$ cat src/rtl/fifo_uart_tx.sv
// fifo_uart_tx: drains a show-ahead byte FIFO onto a UART line (8N1/8N2).
// One pop per frame, LSB first; CTS only gates the start of a new frame.
module fifo_uart_tx #(
    parameter int c_CLKSPERBIT = 104,
    parameter int c_DATAWIDTH  = 8,
    parameter int c_STOPBITS   = 1
) (
    input  logic                   i_clock,
    input  logic                   i_reset,
    input  logic [c_DATAWIDTH-1:0] i_fifo_data,
    input  logic                   i_fifo_empty,
    output logic                   o_fifo_readen,
    input  logic                   i_cts,
    output logic                   o_tx,
    output logic                   o_busy
);

    localparam int BW = (c_CLKSPERBIT > 1) ? $clog2(c_CLKSPERBIT) : 1;
    localparam int IW = (c_DATAWIDTH > 1) ? $clog2(c_DATAWIDTH) : 1;

    localparam logic [BW-1:0] BAUD_LAST = BW'(c_CLKSPERBIT - 1);
    localparam logic [IW-1:0] BIT_LAST  = IW'(c_DATAWIDTH - 1);
    localparam logic          STOP_LAST = (c_STOPBITS > 1);

    typedef enum logic [1:0] {
        IDLE,
        START,
        DATA,
        STOP
    } state_t;

    state_t                 state_q, state_d;
    logic [BW-1:0]          baud_q, baud_d;
    logic [IW-1:0]          idx_q, idx_d;
    logic                   stop_q, stop_d;
    logic [c_DATAWIDTH-1:0] shreg_q, shreg_d;
    logic                   tx_q, tx_d;
    logic                   rd_q, rd_d;
    logic                   busy_q, busy_d;
    logic                   baud_wrap;

    assign baud_wrap     = (baud_q == BAUD_LAST);
    assign o_tx          = tx_q;
    assign o_fifo_readen = rd_q;
    assign o_busy        = busy_q;

    // Next-state and next-output logic; every output is registered below.
    always_comb begin
        state_d = state_q;
        baud_d  = baud_q;
        idx_d   = idx_q;
        stop_d  = stop_q;
        shreg_d = shreg_q;
        tx_d    = tx_q;
        rd_d    = 1'b0;
        unique case (state_q)
            IDLE: begin
                tx_d   = 1'b1;
                baud_d = '0;
                idx_d  = '0;
                stop_d = 1'b0;
                if (!i_fifo_empty && i_cts) begin
                    shreg_d = i_fifo_data;
                    rd_d    = 1'b1;
                    tx_d    = 1'b0;
                    state_d = START;
                end
            end
            START: begin
                if (baud_wrap) begin
                    baud_d  = '0;
                    idx_d   = '0;
                    tx_d    = shreg_q[0];
                    state_d = DATA;
                end else begin
                    baud_d = baud_q + 1'b1;
                end
            end
            DATA: begin
                if (baud_wrap) begin
                    baud_d = '0;
                    if (idx_q == BIT_LAST) begin
                        tx_d    = 1'b1;
                        stop_d  = 1'b0;
                        state_d = STOP;
                    end else begin
                        idx_d = idx_q + 1'b1;
                        tx_d  = shreg_q[idx_d];
                    end
                end else begin
                    baud_d = baud_q + 1'b1;
                end
            end
            STOP: begin
                tx_d = 1'b1;
                if (baud_wrap) begin
                    baud_d = '0;
                    if (stop_q == STOP_LAST) begin
                        state_d = IDLE;
                    end else begin
                        stop_d = stop_q + 1'b1;
                    end
                end else begin
                    baud_d = baud_q + 1'b1;
                end
            end
            default: begin
                state_d = IDLE;
                tx_d    = 1'b1;
            end
        endcase
        busy_d = (state_d != IDLE);
    end

    // State and output registers; reset aborts any frame in flight.
    always_ff @(posedge i_clock) begin
        if (i_reset) begin
            state_q <= IDLE;
            baud_q  <= '0;
            idx_q   <= '0;
            stop_q  <= 1'b0;
            shreg_q <= '0;
            tx_q    <= 1'b1;
            rd_q    <= 1'b0;
            busy_q  <= 1'b0;
        end else begin
            state_q <= state_d;
            baud_q  <= baud_d;
            idx_q   <= idx_d;
            stop_q  <= stop_d;
            shreg_q <= shreg_d;
            tx_q    <= tx_d;
            rd_q    <= rd_d;
            busy_q  <= busy_d;
        end
    end

endmodule

$ cat config.mk
export PLATFORM = sky130hd
export DESIGN_NAME = fifo_uart_tx
export DESIGN_NICKNAME = d
export VERILOG_FILES = /design/src/rtl/fifo_uart_tx.sv
export SDC_FILE = /design/constraint.sdc
export NUM_CORES = 1
export LEC_CHECK = 0
export CAP_MARGIN = 15
export CORE_MARGIN = 2
export CORE_UTILIZATION = 46
export DETAILED_ROUTE_END_ITERATION = 16
export PLACE_DENSITY = 0.72
export SLEW_MARGIN = 20
export SYNTH_ARGS = -nofsm -noshare
export SYNTH_HDL_FRONTEND = slang
export SYNTH_SLANG_ARGS = --single-unit
export TNS_END_PERCENT = 5
$ cat constraint.sdc
create_clock -name i_clock -period 1.55 [get_ports i_clock]
set_input_delay 0.31 -clock i_clock [delete_from_list [all_inputs] [get_ports i_clock]]
set_output_delay 0.31 -clock i_clock [all_outputs]
set_load 0.02 [all_outputs]
* Word level (Yosys, flattened, before mapping)
Index checks and enable logic that the tools add are counted.
Operators by class: $lt $le $gt $ge 1, bitwise operators 1, add/subtract/negate cells 3, equality and inequality tests 10, reductions and logical operators 12, mux-type cells 26
Operator list (number):
- $pmux 7 s2 | 1
- $mux 2 | 6
- $mux 1 | 10
- $ne 2x2->1 const B | 5
- $mux 3 | 3
- $pmux 3 s3 | 1
- $pmux 2 s4 | 1
- $reduce_and 4->1 | 2
- $add 7x1->7 const B | 1
- $eq 7x7->1 const B | 1
- $mux 7 | 1
- $reduce_bool 3->1 | 2
- $eq 2x2->1 const B | 2
- $lt 3x4->1 const B | 1
- $pmux 1 s4 | 1
- $reduce_and 2->1 | 2
- $add 3x1->3 const B | 1
- $bmux 1 s3 | 1
- $eq 3x3->1 const B | 1
- $pmux 1 s3 | 1
- $reduce_or 3->1 | 1
- $eq 2x1->1 const B | 1
- $logic_not 2->1 | 1
- $reduce_bool 2->1 | 1
- other kinds (5) | 5
Storage, ports and cells: bits in registers 24, output and inout bits 3, logic and storage cells 61, input port bits 12

* Logic depth before layout (Yosys ltp)
Gate-level depths: netlist of the first run.
depth in word-level cells 6, mapped depth 6, depth with buffers taken out 6

* Worst setup path before layout of the first run
OpenSTA, ideal clock, no wires.
kind flip-flop to flip-flop, start point register baud_q[4], end point register busy_q (netlist: o_busy), arrival time 1569 ps, clock period less this slack 1627 ps, buffers on the path 1, data required time 1493 ps, stages on the path, launching flop included 6, path slack -77 ps, cell sequence dfxtp_1 or3b_1 buf_2 or4_4 a31oi_4 or2_1
Between the ends: word-level cells in the longest chain between the ends 4, elaborated cells between the ends (all ways) 6, those cells by class 1 x eq/ne; 4 x mux; 1 x reduce/logical
Ends and longest elaborated chain:
- start, declared | RTL line 33 | logic [BW-1:0] baud_q, baud_d;
- start signal, assigned | RTL line 128 | baud_q <= baud_d;
- $eq 7x7->1 (*) | RTL line 42 | assign baud_wrap = (baud_q == BAUD_LAST);
- $mux 2 (on tied branches) | RTL line 96, 70, 80
- $pmux 2 s4 (*) | RTL line 56 | unique case (state_q)
- $reduce_bool 2->1 (*) | RTL line 112 | busy_d = (state_d != IDLE);
- end signal, assigned | RTL line 134 | busy_q <= busy_d;
- end, declared | RTL line 39 | logic busy_q, busy_d;
Mark *: on every way between the ends. The rest lies on a longest branch, timed or not. A chain may end at the register's enable or synchronous reset.

* Worst setup path after layout of the first run
start point register baud_q[6], end point register busy_q (netlist: o_busy)
The elaborated chain is that of the path after synthesis.

==> metrics.md, run 1 <==
| Metric | Value |
|---|---|
| Antenna Violating Nets Remaining | 0 |
| Number of synthesized register bits | 23 |
| HPWL after DPL | 1.60 mm |
| Cell internal power dissipation | 781 uW |
| Number of clock sinks | 23 |
| Share of total power in the clock network | 27.5% |
| Worst max-slew margin expressed relative to the limit | 81.6% |
| Post-Layout Cell Count | 179 |
| Worst Setup End Kind | flip-flop |
| Overall global routing resource usage | 18.2% |
| DIE AREA | roughly 2700 um^2 |
| Endpoint required time on the critical path | 1820 ps |
| Count of H-tree levels built during CTS | 1 |
| Die Wd | 51.5 um |
| Net Sw Power | 253 uW |
| Sequential area share after synthesis | 44.3% |
| Via count of the first global-routing pass | 855 |
| Number of inserted filler cells in the final layout | 180 |
| Number of max-slew violations in the final report | 0 |
| I/O pin cnt | 15 |
| Area used by multi-input combinational logic | 622 um^2 |
| Chip Height | roughly 52 um |
| Total design power | around 1000 uW |
| Worst IR Drop VDD | 0.704 mV |
| Failing checks | negative setup slack |
| Largest family of logic cells by synthesized area | simple AND/OR/NAND/NOR gates |
| Count of different cell masters after synthesis | 32 |
| Hold WC Path Type | reg -> reg |
| Global-route wire length before repair | 3.68 mm |
| Pwr Density | 694 nW/um^2 |
| Summed instance area of the synthesized netlist | between 1000 and 1500 um^2 |
| CP Max Fanout | 8 |
| # Max-Cap Violations | 0 |
| Setup slack after layout | -67.2 ps |
| Proportion of synthesized area in mux cells | 5.42% |
| Cts bufs inserted | 3 |
| Initial antenna violation count | 0 |
| Cell types with the largest area share after synthesis | sky130_fd_sc_hd__dfxtp_1, sky130_fd_sc_hd__nand2_1, sky130_fd_sc_hd__a21oi_1 |
| Maximum clock insertion buffer count | 2 |
| Antenna Cells | 0 |
| Final period demand of the worst path | around 1600 ps |
| Worst-Skew Late Latency | 310 ps |
| Crit start category | flip-flop |
| Layout area overhead | 43.2% |
| Leakage power total | around 0.00057 uW |
| Final Wtd Congestion | 0.725 |
| Syn Inst Count | 113 |
| Clock tree root buffer cell | sky130_fd_sc_hd__clkbuf_4 |
| Count of final setup violators | 2 |
| Final routed wirelength across all metal layers | 2.27 mm |
| Fin crit share | 104% |
| Sequential cell area | around 470 um^2 |
| Largest net degree at the start of global routing | 15 |
| Yosys top cell area share | 44.3% |
| Start-to-end type of the worst setup path | reg -> reg |
| Net count reported at finish | 167 |
| Switching share of power | about a quarter |
| Combinational power share | roughly an eighth |
| Simple logic cell fraction of the synthesized area | a little under a quarter |
| Routed via count | between 900 and 1,000 |
| Share of cells above drive strength 1 | 31.8% |
| Skew final | 5.38 ps |
| Aggregate global routing overflow | 0 |
| Share of the synthesized area in compound gates (AO/OA/AOI/OAI) | 16.7% |
| Most frequently used flop master after synthesis | sky130_fd_sc_hd__dfxtp_1 |
| First drt pass iteration count | 4 |
| Biggest area consumer among synthesized cells | sky130_fd_sc_hd__dfxtp_1 |
| Number of enable-type register cells in the synthesized netlist | 0 |
| Reg-to-reg setup timing slack | -70 ps |
| DR vias/cell | 5.37 |
| CTS clock-pin slew for the worst setup and hold paths | 130 ps |
| Arrival time worst endpoint | between 1500 and 2000 ps |
| Placed instance count | 173 |
| Count of routing violations after the opening detailed-route iteration | 6 |
| Placeable Area | 2170 um^2 |
| Unrepaired setup endpoints after global routing | yes |
| Synthesized-area fraction occupied by xor and xnor cells | 3.37% |
| Achievable frequency | 618 MHz |
| Number of design rule violations left after detail routing | 0 |
| Initial core utilization | 47.9% |
| Average wire per standard cell | 12.7 um |
| Post-synthesis share of cell area spent on full adders, half adders and majority gates | ~3.6% |
| Synthesized netlist net count | 128 |
| IO buf count | 14 |
| Proportion of register bits with asynchronous set or reset after synthesis | 0% |
| Pin slew with the least headroom to its limit | 276 ps |
| Number of cell rows | 17 |
| Mean post-synth cell area | 9.20 um^2 |
| Utilization after layout | 68.6% |
| Part of the power in registers | 60.1% |
| Setup TNS | -77.1 ps |
| Run status | complete, but fails checks |
| Clock tree from TritonCTS | built |
| Yosys warnings | 0 |
| Number of failing hold endpoints at the final stage | 0 |
layout make-up:
class,instances,area share [%]
multi-input combinational,82,41.8
inverter,4,1.01
tap,28,2.35
sequential,23,31.3
timing repair buffer,38,21.5
clock inverter,1,0.504
clock buffer,3,1.51
synth_stat cells, drive strengths merged (2+ instances only):
library cell  number
a21oi             11
a22o               2
and2b              2
clkbuf             3
dfxtp             23
ha                 3
inv                4
mux2               3
nand2             17
nand2b             3
nand3              3
nor2               9
nor3b              2
o21ai              6
o31ai              3
or2                2
or4                2
xnor2              2
xor2               2
kinds of logic (layout without fill, tap and decap cells):
| group | after synthesis | in the layout |
|---|---|---|
| compound gates | 26 | 26 |
| xor+xnor | 4 | 4 |
| fa+ha+maj | 3 | 3 |
| buf+inv | 8 | 46 |
| flops | 23 | 23 |
| mux | 4 | 4 |
| simple gates | 45 | 45 |
power groups by stage:
stage / Clock [uW] / Combinational (uW) / Sequential [uW]
after floorplan: 0 / 51.8 / 638
after global placement: 0 / 124 / 633
after detailed placement: 0 / 126 / 633
after CTS: 288 / 126 / 620
after global routing: 314 / 141 / 624
final: 285 / 128 / 621
routing by layer:
layer / up-vias / part of all wire (%) / routed length (um) / GRT usage [%]
met4: 0 / 1.5 / 34 / 5.26
li1: 477 / - / - / -
met1: 454 / 47 / 1060 / 24.7
met3: 7 / 3.4 / 77 / 1.72
met2: 24 / 48 / 1100 / 30.8
met5: - / 0 / 0 / 0
metrics by stage:
| stage | instance area (um^2) | setup slack [ps] | hold slack [ps] |
|---|---|---|---|
| final | 1490 | -67.2 | 470 |
| after floorplan | 1040 | -76.8 | 374 |
| after global routing | 1490 | -82.6 | 496 |
| after global placement | 1360 | -155 | 442 |
| after CTS | 1450 | -58.8 | 468 |
| after detailed placement | 1360 | -183 | 450 |
sequential cells by signal (all words and copies together) (netlist names):
signal,flops
baud_q,7
idx_q,3
o_busy,1
o_fifo_readen,1
o_tx,1
shreg_q,8
state_q,2
path summary, 6_finish.rpt:
check,startpoint,to,cells past startpoint
min reg2reg,shreg_q[3],shreg_q[3],2
min,shreg_q[3],shreg_q[3],2
max,baud_q[6],o_busy,4
max reg2reg,baud_q[6],o_busy,4
cells in the final DEF, fill, tap and decap left out, types with 2 or more instances in the layout:
master / synthesis / final
sky130_fd_sc_hd__nor3b_1: 2 / 2
sky130_fd_sc_hd__ha_4: 0 / 3
sky130_fd_sc_hd__and2b_1: 2 / 2
sky130_fd_sc_hd__dlygate4sd2_1: 0 / 2
sky130_fd_sc_hd__xnor2_1: 2 / 2
sky130_fd_sc_hd__clkbuf_4: 0 / 3
sky130_fd_sc_hd__mux2_2: 3 / 3
sky130_fd_sc_hd__a22o_1: 2 / 2
sky130_fd_sc_hd__buf_4: 0 / 24
sky130_fd_sc_hd__clkdlybuf4s50_1: 0 / 11
sky130_fd_sc_hd__or2_1: 2 / 2
sky130_fd_sc_hd__nor2_1: 9 / 9
sky130_fd_sc_hd__o21ai_0: 4 / 4
sky130_fd_sc_hd__a21oi_1: 11 / 11
sky130_fd_sc_hd__o21ai_1: 2 / 2
sky130_fd_sc_hd__nand2_1: 17 / 17
sky130_fd_sc_hd__xor2_1: 2 / 2
sky130_fd_sc_hd__inv_1: 4 / 4
sky130_fd_sc_hd__nand3_1: 3 / 2
sky130_fd_sc_hd__o31ai_1: 3 / 2
sky130_fd_sc_hd__dfxtp_1: 23 / 18
sky130_fd_sc_hd__nand2b_1: 3 / 2
sky130_fd_sc_hd__dfxtp_2: 0 / 5
timing repair:
action / 4_1_cts / 5_1_grt
resized for setup: 13 / 6
hold buffers: 0 / 0
setup endpoints to repair: 12 / 11
buffers inserted: 1 / 1
pin swaps: 2 / 0
critical path, stage by stage, from the launching register on:
cell and delay, ps:
sky130_fd_sc_hd__dfxtp_2 360, sky130_fd_sc_hd__or3b_4 430, sky130_fd_sc_hd__or4_4 510, sky130_fd_sc_hd__a31oi_4 170
sky130_fd_sc_hd__or2_1 120
Power figures use the tool's default switching activity.
==> run 2: changes to the inputs <==
--- a/config.mk
+++ b/config.mk
@@ -9,7 +9,7 @@
 export CORE_MARGIN = 2
 export CORE_UTILIZATION = 46
 export DETAILED_ROUTE_END_ITERATION = 16
-export PLACE_DENSITY = 0.72
+export PLACE_DENSITY = 0.73
 export SLEW_MARGIN = 20
 export SYNTH_ARGS = -nofsm -noshare
 export SYNTH_HDL_FRONTEND = slang
==> constraint.sdc (replaced) <==
create_clock -name i_clock -period 1.5 [get_ports i_clock]
set_input_delay 0.3 -clock i_clock [delete_from_list [all_inputs] [get_ports i_clock]]
set_output_delay 0.3 -clock i_clock [all_outputs]
set_load 0.02 [all_outputs]
==> run 2 against run 1 <==
The run still ends with negative setup slack left. Clock power about the same. Worst setup slack got worse by 24 ps. Combinational power up 5%. Cell area unchanged. Sequential share of layout area shrank 0.084 points. Largest cell class unchanged. Largest power group unchanged.
==> metrics.md, run 2 (synthesis gave the netlist of run 1 again) <==
| Metric | Value |
|---|---|
| Final period demand of the worst path | 1590 ps |
| Post-route worst hold slack | 465 ps |
| Global Route met1 Usage | between 20% and 30% |
| Post-Layout Cell Count | 180 |
| Count of H-tree levels built during CTS | 1 |
| Number of design rule violations left after detail routing | 0 |
| Share of total power in the clock network | between 20% and 30% |
| Count of routing violations after the opening detailed-route iteration | 16 |
| Overall global routing resource usage | approximately a fifth |
| Leakage power total | 0.000570 uW |
| Arrival time worst endpoint | 1860 ps |
| Global-route wire length before repair | 4.02 mm |
| Cts bufs inserted | 3 |
| DIE AREA | roughly 2700 um^2 |
| Net Sw Power | ~250 uW |
| Routed via count | around 960 |
| Failing checks | negative setup slack |
| I/O pin cnt | 15 |
| Routing layer with the top usage in global route | met2 |
| Placed instance count | roughly 180 |
| HPWL after DPL | 1.77 mm |
| CP Max Fanout | 7 |
| Endpoint required time on the critical path | 1770 ps |
| Cell internal power dissipation | 809 uW |
| Skew final | between 10 and 15 ps |
| Number of max-slew violations in the final report | 0 |
| Initial core utilization | 47.9% |
| Count of final setup violators | 4 |
| CTS clock-pin slew for the worst setup and hold paths | 120 ps |
| Net count reported at finish | roughly 170 |
| DR vias/cell | between 5 and 6 |
| Initial antenna violation count | 0 |
| Pin slew with the least headroom to its limit | 276 ps |
| Start-to-end type of the worst setup path | reg -> reg |
| Number of cell rows | 17 |
| Largest register by flop count | shreg_q |
| Unrepaired setup endpoints after global routing | yes |
| Most frequent standard cell in the layout excluding fill and tap cells | sky130_fd_sc_hd__buf_4 |
| Chip Height | 51.5 um |
| Antenna Violating Nets Remaining | 0 |
| Average wire per standard cell | ~13 um |
| Antenna Cells | 0 |
| Placeable Area | 2170 um^2 |
| Run status | complete, but fails checks |
| IO buf count | 14 |
| Biggest registers after layout | shreg_q (8), baud_q (7), idx_q (3) |
| Combinational power share | 12.6% |
| Clock tree root buffer cell | sky130_fd_sc_hd__clkbuf_4 |
| Setup slack after layout | -90.9 ps |
| Switching share of power | 23.9% |
| Via count of the first global-routing pass | 954 |
| Largest net degree at the start of global routing | 13 |
| Share of cells above drive strength 1 | 32.2% |
| Die Wd | a little over 50 um |
| Number of flip-flops under the largest register name | 8 |
| Achievable frequency | ~630 MHz |
| Leading cell types in the layout, fill and taps excluded | sky130_fd_sc_hd__buf_4, sky130_fd_sc_hd__dfxtp_1, sky130_fd_sc_hd__nand2_1 |
| Worst-Skew Late Latency | 320 ps |
| Hold WC Path Type | reg -> reg |
| Final Wtd Congestion | approximately 0.82 |
| Clock tree from TritonCTS | built |
| Worst Setup End Kind | flip-flop |
| Aggregate global routing overflow | 0 |
| First drt pass iteration count | 6 |
| Part of the power in registers | 60.3% |
| Number of failing hold endpoints at the final stage | 0 |
| Met3 usage in global routing | 2.87% |
| Number of clock sinks | 23 |
| Worst IR Drop VDD | 0.568 mV |
| Met2 Use GR | 32.9% |
| Pwr Density | between 700 and 800 nW/um^2 |
| Number of inserted filler cells in the final layout | 187 |
| Fin crit share | 106% |
| Maximum clock insertion buffer count | 2 |
| Final routed wirelength across all metal layers | between 2 and 2.5 mm |
| Crit start category | flip-flop |
| Total design power | 1060 uW |
| Layout area overhead | 43.2% |
| # Max-Cap Violations | 0 |
| Worst max-slew margin expressed relative to the limit | just over 80% |
run 2: cell count changes in the layout (fill, tap and decap cells not counted), sizes merged:
cell / previous run / this run
dlymetal6s2s: 1 / 0
dlygate4sd2: 2 / 3
buf: 24 / 25
clkbuf: 3 / 4
clkinvlp: 1 / 0
run 2: final timing paths:
kind	cells past startpoint	slack, ps	startpoint	endpoint
hold reg to reg	2	460	shreg_q[1]	shreg_q[1]
hold / removal	2	460	shreg_q[1]	shreg_q[1]
setup / recovery	4	-90	baud_q[3]	o_busy
setup reg to reg	4	-90	baud_q[3]	o_busy
run 2: critical path: stages (launching register included):
cell and delay (ps):
sky130_fd_sc_hd__dfxtp_1 330, sky130_fd_sc_hd__or3b_4 430, sky130_fd_sc_hd__or4_4 510, sky130_fd_sc_hd__a31oi_4 170
sky130_fd_sc_hd__or2_1 110
run 2: power by group through the flow:
| stage | combinational (uW) | clock [uW] | sequential (uW) |
|---|---|---|---|
| global route | 146 | 323 | 643 |
| detailed placement | 133 | 0 | 654 |
| global placement | 129 | 0 | 654 |
| CTS | 132 | 292 | 640 |
| finish | 134 | 288 | 641 |
| floorplan | 53.5 | 0 | 659 |
run 2: layer usage:
| layer | up-vias | share of wire (%) | routed length, um |
|---|---|---|---|
| li1 | 476 | - | - |
| met1 | 455 | 46 | 1100 |
| met2 | 20 | 48 | 1150 |
| met3 | 5 | 2.9 | 69 |
| met4 | 0 | 2.5 | 59 |
| met5 | - | 0 | 0 |
run 2: layout make-up:
cell class	instances	area (um^2)	area share, %
sequential	23	465	31.3
multi-input combinational	82	623	41.8
tap	28	35.0	2.35
inverter	4	15.0	1.01
timing repair buffer	39	324	21.8
clock buffer	4	26.3	1.76
run 2: repair_timing:
| action | 4_1_cts | 5_1_grt |
|---|---|---|
| gates resized for setup | 18 | 3 |
| pin swaps | 4 | 3 |
| gates cloned | 0 | 0 |
| setup endpoints to repair | 14 | 11 |
| hold buffers | 0 | 0 |
| setup buffers | 1 | 0 |
run 2: through the flow:
| step | setup TNS [ps] | cell area, um^2 | setup slack [ps] | utilization (%) |
|---|---|---|---|---|
| after floorplan | -400 | 1040 | -127 | - |
| final | -216 | 1490 | -90.9 | 68.6 |
| after CTS | -271 | 1470 | -94.1 | 67.9 |
| after global routing | -580 | 1490 | -124 | 68.6 |
| after detailed placement | -3190 | 1380 | -249 | 63.6 |
| after global placement | -2530 | 1380 | -212 | 63.6 |
